## src/rtl/mipi_csi_packet_decoder.sv

```systemverilog
// CSI-2 packet decoder: splits the aligned 32-bit lane stream into header fields,
// sync pulses and a contiguous payload burst for the selected long-packet data type.
module mipi_csi_packet_decoder #(
    parameter logic [5:0] DATA_TYPE = 6'h2B,
    parameter logic [1:0] VC        = 2'd0
) (
    input  logic        wb_clk_i,
    input  logic        reset,
    input  logic [31:0] data_i,
    input  logic        data_valid_i,
    output logic [31:0] payload_o,
    output logic        payload_valid_o,
    output logic [2:0]  payload_bytes_o,
    output logic [5:0]  packet_dt_o,
    output logic [15:0] packet_wc_o,
    output logic [7:0]  packet_ecc_o,
    output logic        frame_start_o,
    output logic        frame_end_o,
    output logic        line_start_o,
    output logic        line_end_o,
    output logic [15:0] line_count_o,
    output logic        err_trunc_o
);

    typedef enum logic [1:0] {
        S_IDLE    = 2'd0,
        S_PAYLOAD = 2'd1,
        S_TRAIL   = 2'd2
    } state_t;

    state_t      r_state;
    state_t      w_next_state;
    logic [15:0] r_remaining;
    logic        r_match;

    logic [1:0]  w_hdr_vc;
    logic [5:0]  w_hdr_dt;
    logic [15:0] w_hdr_wc;
    logic        w_vc_ok;
    logic        w_is_long;
    logic [2:0]  w_bytes;
    logic [15:0] w_rem_after;

    assign w_hdr_vc    = data_i[7:6];
    assign w_hdr_dt    = data_i[5:0];
    assign w_hdr_wc    = {data_i[23:16], data_i[15:8]};
    assign w_vc_ok     = (w_hdr_vc == VC);
    assign w_is_long   = (w_hdr_dt >= 6'h10);
    // The last word of a packet may carry fewer payload bytes; the rest is CRC.
    assign w_bytes     = (r_remaining > 16'd3) ? 3'd4 : r_remaining[2:0];
    assign w_rem_after = r_remaining - {13'd0, w_bytes};

    always_ff @(posedge wb_clk_i or posedge reset) begin
        if (reset) begin
            r_state <= S_IDLE;
        end else begin
            r_state <= w_next_state;
        end
    end

    always_comb begin
        w_next_state = r_state;
        case (r_state)
            S_IDLE: begin
                if (data_valid_i) begin
                    if (w_is_long && (w_hdr_wc != 16'd0)) begin
                        w_next_state = S_PAYLOAD;
                    end else begin
                        w_next_state = S_TRAIL;
                    end
                end
            end
            S_PAYLOAD: begin
                if (!data_valid_i) begin
                    w_next_state = S_IDLE;
                end else if (w_rem_after == 16'd0) begin
                    w_next_state = S_TRAIL;
                end
            end
            S_TRAIL: begin
                if (!data_valid_i) begin
                    w_next_state = S_IDLE;
                end
            end
            default: w_next_state = S_IDLE;
        endcase
    end

    always_ff @(posedge wb_clk_i or posedge reset) begin
        if (reset) begin
            r_remaining     <= 16'd0;
            r_match         <= 1'b0;
            payload_o       <= 32'd0;
            payload_valid_o <= 1'b0;
            payload_bytes_o <= 3'd0;
            packet_dt_o     <= 6'd0;
            packet_wc_o     <= 16'd0;
            packet_ecc_o    <= 8'd0;
            frame_start_o   <= 1'b0;
            frame_end_o     <= 1'b0;
            line_start_o    <= 1'b0;
            line_end_o      <= 1'b0;
            line_count_o    <= 16'd0;
            err_trunc_o     <= 1'b0;
        end else begin
            payload_valid_o <= 1'b0;
            frame_start_o   <= 1'b0;
            frame_end_o     <= 1'b0;
            line_start_o    <= 1'b0;
            line_end_o      <= 1'b0;
            err_trunc_o     <= 1'b0;
            case (r_state)
                S_IDLE: begin
                    if (data_valid_i) begin
                        packet_dt_o  <= w_hdr_dt;
                        packet_wc_o  <= w_hdr_wc;
                        packet_ecc_o <= data_i[31:24];
                        r_remaining  <= w_hdr_wc;
                        r_match      <= w_is_long && w_vc_ok && (w_hdr_dt == DATA_TYPE);
                        if (!w_is_long && w_vc_ok) begin
                            case (w_hdr_dt)
                                6'h00: begin
                                    frame_start_o <= 1'b1;
                                    line_count_o  <= 16'd0;
                                end
                                6'h01: frame_end_o  <= 1'b1;
                                6'h02: line_start_o <= 1'b1;
                                6'h03: line_end_o   <= 1'b1;
                                default: ;
                            endcase
                        end
                    end
                end
                S_PAYLOAD: begin
                    if (data_valid_i) begin
                        r_remaining <= w_rem_after;
                        if (r_match) begin
                            payload_valid_o <= 1'b1;
                            payload_o       <= data_i;
                            payload_bytes_o <= w_bytes;
                            if ((w_rem_after == 16'd0) && (line_count_o != 16'hFFFF)) begin
                                line_count_o <= line_count_o + 16'd1;
                            end
                        end
                    end else begin
                        err_trunc_o <= 1'b1;
                    end
                end
                default: ;
            endcase
        end
    end

endmodule

```

## config.mk

```make
export PLATFORM = sky130hd
export DESIGN_NAME = mipi_csi_packet_decoder
export DESIGN_NICKNAME = d
export VERILOG_FILES = /design/src/rtl/mipi_csi_packet_decoder.sv
export SDC_FILE = /design/constraint.sdc
export NUM_CORES = 1
export LEC_CHECK = 0
export CELL_PAD_IN_SITES_DETAIL_PLACEMENT = 1
export CELL_PAD_IN_SITES_GLOBAL_PLACEMENT = 1
export CORE_ASPECT_RATIO = 1.5
export CORE_MARGIN = 2
export CORE_UTILIZATION = 42
export CTS_BUF_LIST = sky130_fd_sc_hd__clkbuf_4 sky130_fd_sc_hd__clkbuf_8
export CTS_CLUSTER_SIZE = 30
export DETAILED_ROUTE_END_ITERATION = 8
export PLACE_DENSITY = 0.94
export SKIP_CTS_REPAIR_TIMING = 1
export SLEW_MARGIN = 20
export SYNTH_ARGS = -nofsm -noshare
export SYNTH_HDL_FRONTEND = slang
export SYNTH_SLANG_ARGS = --single-unit
```

## constraint.sdc

```tcl
create_clock -name wb_clk_i -period 8.11 [get_ports wb_clk_i]
set_input_delay 2.433 -clock wb_clk_i [delete_from_list [all_inputs] [get_ports wb_clk_i]]
set_output_delay 2.433 -clock wb_clk_i [all_outputs]
set_load 0.05 [all_outputs]
```

# After elaboration in Yosys (flattened, before gate mapping)
# Cells that the tools add are included.
# classes
eq_ne	15
reduce_logical	17
mux	38
magnitude_cmp	2
n_addsub	2
# ops
operator	n
16-bit two-way mux	8
16-bit case mux with 2 select lines	2
1-bit two-way mux	21
16-bit by 1-bit adder with 16-bit output, second input constant	1
16-bit by 2-bit greater-than comparator with 1-bit output, second input constant	1
16-bit logical NOT	1
16-bit inequality test, second input constant	1
16-bit nonzero test	1
16-bit by 3-bit subtractor with 16-bit output	1
6-bit by 2-bit == test with 1-bit output, second input constant	2
2-bit inequality test, second input constant	6
2-bit two-way mux	5
3-bit AND reduction	3
7-bit AND reduction	1
6-bit by 1-bit == test with 1-bit output, second input constant	1
6-bit == test, second input constant	1
6-bit by 5-bit greater-or-equal comparator with 1-bit output, second input constant	1
6-bit logical NOT	1
2-bit case mux with 3 select lines	1
1-bit logical AND	5
2-bit logical NOT	2
3-bit two-way mux	1
3-bit inequality test, second input constant	1
2-bit by 1-bit == test with 1-bit output, second input constant	1
5 further kinds	5
# totals
wordCells	89
output_inout_bits	87
reg_bits	106
input_bits	35

# Longest topological paths before layout
# logic_depth
ltp_word	9
mapped_depth	14
depth_no_buf	10

# Least setup slack after synthesis
# No wires, ideal clock.
# synth_path
path_type	input-to-reg
from	in data_valid_i
to	reg line_count_o[10]
n_path_buf	1
setup_ps	79
cell_stages	7
slack_ps	4062
t_required_ps	8031
arrival_time_ps	3968
cell_sequence	nor3b_2 -> nand3_1 -> o31ai_1 -> o211ai_2 -> buf_4 -> nor4_2 -> mux2i_1
# synth_between
elab_chain_len	2
elab_cells_between_ends	3
cone_classes	eq/ne (2); reduce/logical (1)
# synth_lines
item	line	text
start: declaration	10	input logic data_valid_i,
2-bit inequality test (no source line)	-	
7-bit AND reduction (no source line) *	-	
end signal: assignment	142	line_count_o <= line_count_o + 16'd1;
end: declaration	21	output logic [15:0] line_count_o,
# Mark *: on every way between the ends. The rest lies on a longest branch, timed or not.
# A chain may end at the register's enable or synchronous reset.

# Final worst setup path
# layout_path
from	in data_valid_i
to	reg line_count_o[11]
# Same word-level chain as after synthesis.

==> results.sh <==
export IMPL_synth_top_area_share_pct=50.7
export IMPL_slew_viol_final=0
export IMPL_async_flop_share_pct=100
export IMPL_antenna_found_initial=0
export IMPL_htreeDepth=3
export IMPL_avgSynthCellArea_um2=8.79
export IMPL_leakagePower_nw=3.03
export IMPL_cts_sinks=106
export IMPL_clk_latency_ns=0.39
export IMPL_synth_area_mux_share_pct=4.04
export IMPL_hp_class="register to register"
export IMPL_drtIter0Drc=254
export IMPL_arrival_ns=5.37
export IMPL_die_w_um=95.2
export IMPL_synthFlopType="dfrtp_1"
export IMPL_r2r_start="r_remaining[2]$_DFFE_PP0P_"
export IMPL_synth_edf_count=0
export IMPL_yosysSeqAreaShare_pct=50.7
export IMPL_worstPathMaxFanout=32
export IMPL_grt_pass1_vias=5214
export IMPL_synth_fp_nets=633
export IMPL_place_congestion=0.896
export IMPL_vias=4911
export IMPL_diodes=0
export IMPL_nets=733
export IMPL_multiInputGateArea_um2=2390
export IMPL_numCtsBuffers=9
export IMPL_wl_um=17100
export IMPL_finClkSkew_ns=0.0161
export IMPL_via_per_inst=5.73
export IMPL_maxCapViolations=0
export IMPL_fin_crit_sh_pct=62.4
export IMPL_hpwl_um=12300
export IMPL_drc=0
export IMPL_ios=122
export IMPL_die_height_um=141
export IMPL_fill_cells=1418
export IMPL_cp_cell_sequence="clkdlybuf4s50_1 > nor3b_4 > buf_4 > nand3_1 > o31ai_1 > o211ai_2 > nor4_1 > mux2i_1"
export IMPL_instances_no_fill=857
export IMPL_ir_drop_mv=0.121
export IMPL_synth_cells=596
export IMPL_finalCriticalPeriod_ns=5.06
export IMPL_ys_types=53
export IMPL_netlist_area_um2=5240
export IMPL_synthToLayoutAreaGrowth_pct=28.2
export IMPL_cts_tree="built"
export IMPL_p_per_area_nw_per_um2=215
export IMPL_postPlaceCellArea_um2=6520
export IMPL_hp_start="packet_wc_o[14]$_DFFE_PP0P_"
export IMPL_startpoint_type="input pin"
export IMPL_cts_clk_slew_worst_paths_ns=0.11
export IMPL_fp_row_count=50
export IMPL_final_area_um2=6710
export IMPL_layout_commonest_cell="nand2_1"
export IMPL_dpl_cell_count=841
export IMPL_crit_required_ns=8.42
export IMPL_synth_top_family_by_area="simple AND/OR/NAND/NOR gates"
export IMPL_coreArea_um2=12300
export IMPL_yosys_area_share_adder_pct=0.478
export IMPL_netlist_top_cells_area="dfrtp_1 (51%), nand2_1 (16%), mux2i_1 (3.8%)"
export IMPL_drive_gt1_share_pct=5.99
export IMPL_final_cell_mix="nand2_1 (229), clkdlybuf4s50_1 (121), dfrtp_1 (106), a21oi_1 (24), mux2i_1 (20)"
export IMPL_tightestPinTransition_ns=1.03
export IMPL_cts_root_buf="clkbuf_8"
export IMPL_globalRouteTotalUtil_pct=26.4
export IMPL_ys_seq_elements=106
export IMPL_tns_ns=0
export IMPL_grt_pass1_wl_um=27400
export IMPL_slew_headroom_pct=30.7
export IMPL_grt_max_degree=83
export IMPL_initial_utilization_pct=42.5
export IMPL_cp_end_kind="register"
export IMPL_antenna_left=0
export IMPL_hold_violations=0
export IMPL_drt_pass1_iter_count=5
export IMPL_setup_viol=0
export IMPL_status="completed"
export IMPL_synth_xor_xnor_area_share_pct=0.167
export IMPL_synth_top_area_cell="dfrtp_1"
export IMPL_cp_slowest_cell="clkdlybuf4s50_1"
export IMPL_power_mw=1.45
export IMPL_dieArea_um2=13400
export IMPL_synth_compound_area_share_pct=9.06
export IMPL_crit_path_start="data_valid_i"
export IMPL_rsz0062_at_grt="no"
export IMPL_fmax_mhz=197
export IMPL_seqCellArea_um2=2650
export IMPL_path_class="input pin to register"
export IMPL_fin_ws_ns=3.05
export IMPL_clock_path_buffers=2
export IMPL_wl_per_cell_um=19.9
export IMPL_yosys_warnings=0
export IMPL_grt_overflow=0
export IMPL_slowest_delay_ns=0.58
export IMPL_synthSimpleGateAreaFrac_pct=31.8
export IMPL_io_buffers=121
export IMPL_place_ws_ns=2.65
## critical path, delay by kind of cell
kind	cells	cell delay [ns]
multiplexers	1	0.25
AO/OA/AOI/OAI	2	0.76
AND/OR/NAND/NOR	3	0.96
buffers and inverters	2	0.96
## final timing paths
kind,to,slack [ns],depth (start not counted)
max,line_count_o[11]$_DFFE_PP0P_,3.05,8
min,packet_wc_o[14]$_DFFE_PP0P_,0.48,2
max reg2reg,line_count_o[13]$_DFFE_PP0P_,3.83,9
min reg2reg,packet_wc_o[14]$_DFFE_PP0P_,0.48,2
max in group asynchronous,line_count_o[5]$_DFFE_PP0P_,4.70,3
min in group asynchronous,packet_wc_o[3]$_DFFE_PP0P_,2.36,2
## per-stage QoR
| step | util, % | hold WS (ns) |
|---|---|---|
| after floorplan | - | 0.446 |
| after global placement | 52.9 | 0.460 |
| after detailed placement | 52.9 | 0.464 |
| after CTS | 54.4 | 0.489 |
| after global routing | 54.5 | 0.501 |
| final | 54.5 | 0.482 |
## state kept, by name (all words and copies together) (netlist names)
name / count
payload_o: 32
line_count_o: 16
packet_wc_o: 16
r_remaining: 16
packet_ecc_o: 8
packet_dt_o: 6
payload_bytes_o: 3
r_state: 2
err_trunc_o: 1
frame_end_o: 1
frame_start_o: 1
line_end_o: 1
line_start_o: 1
payload_valid_o: 1
r_match: 1
## metal layers
layer	routed length [um]	track usage (%)
met1	6540	31.7
met3	862	5.02
met5	0	0
met4	744	13.6
met2	8940	44.3
## power by group
group	internal [mW]	switching [mW]
Clock	0.124	0.195
Combinational	0.147	0.308
Sequential	0.589	0.0826
## cell usage after synthesis (2+ instances only)
master and number:
nor2_1 16, o22ai_1 7, nor4_1 12, nand4_1 9
a21oi_1 24, o31a_1 2, and2_1 2, nor4_2 11
o211ai_1 4, buf_6 2, nor3_1 11, or3_1 3
nand3b_1 2, buf_2 5, o2bb2ai_1 2, nand3_1 12
clkbuf_1 27, a41oi_1 2, o21ai_0 18, nor4_4 2
nor3b_1 2, mux2i_1 20, nor2b_1 2, o31ai_1 3
ha_1 2, nand2b_1 17, a22oi_1 3, nand2_1 229
inv_1 8, nor3_2 2, clkinv_1 2, and3_1 6
and4_1 2, dfrtp_1 106
## cells by family after synthesis
logic type | Yosys count
compound gates | 73
mux | 21
fa+ha+maj | 2
flops | 106
xor+xnor | 1
simple gates | 346
other cells | 1
buf+inv | 46
## layout make-up
| class | count | area share [%] |
|---|---|---|
| inverter | 10 | 0.596 |
| clock inverter | 6 | 0.746 |
| timing repair buffer | 125 | 18.5 |
| multi-input combinational | 444 | 35.6 |
| sequential | 106 | 39.5 |
| clock buffer | 10 | 2.05 |
| tap | 156 | 2.91 |
Note: power is estimated with default switching activity, not from simulation.
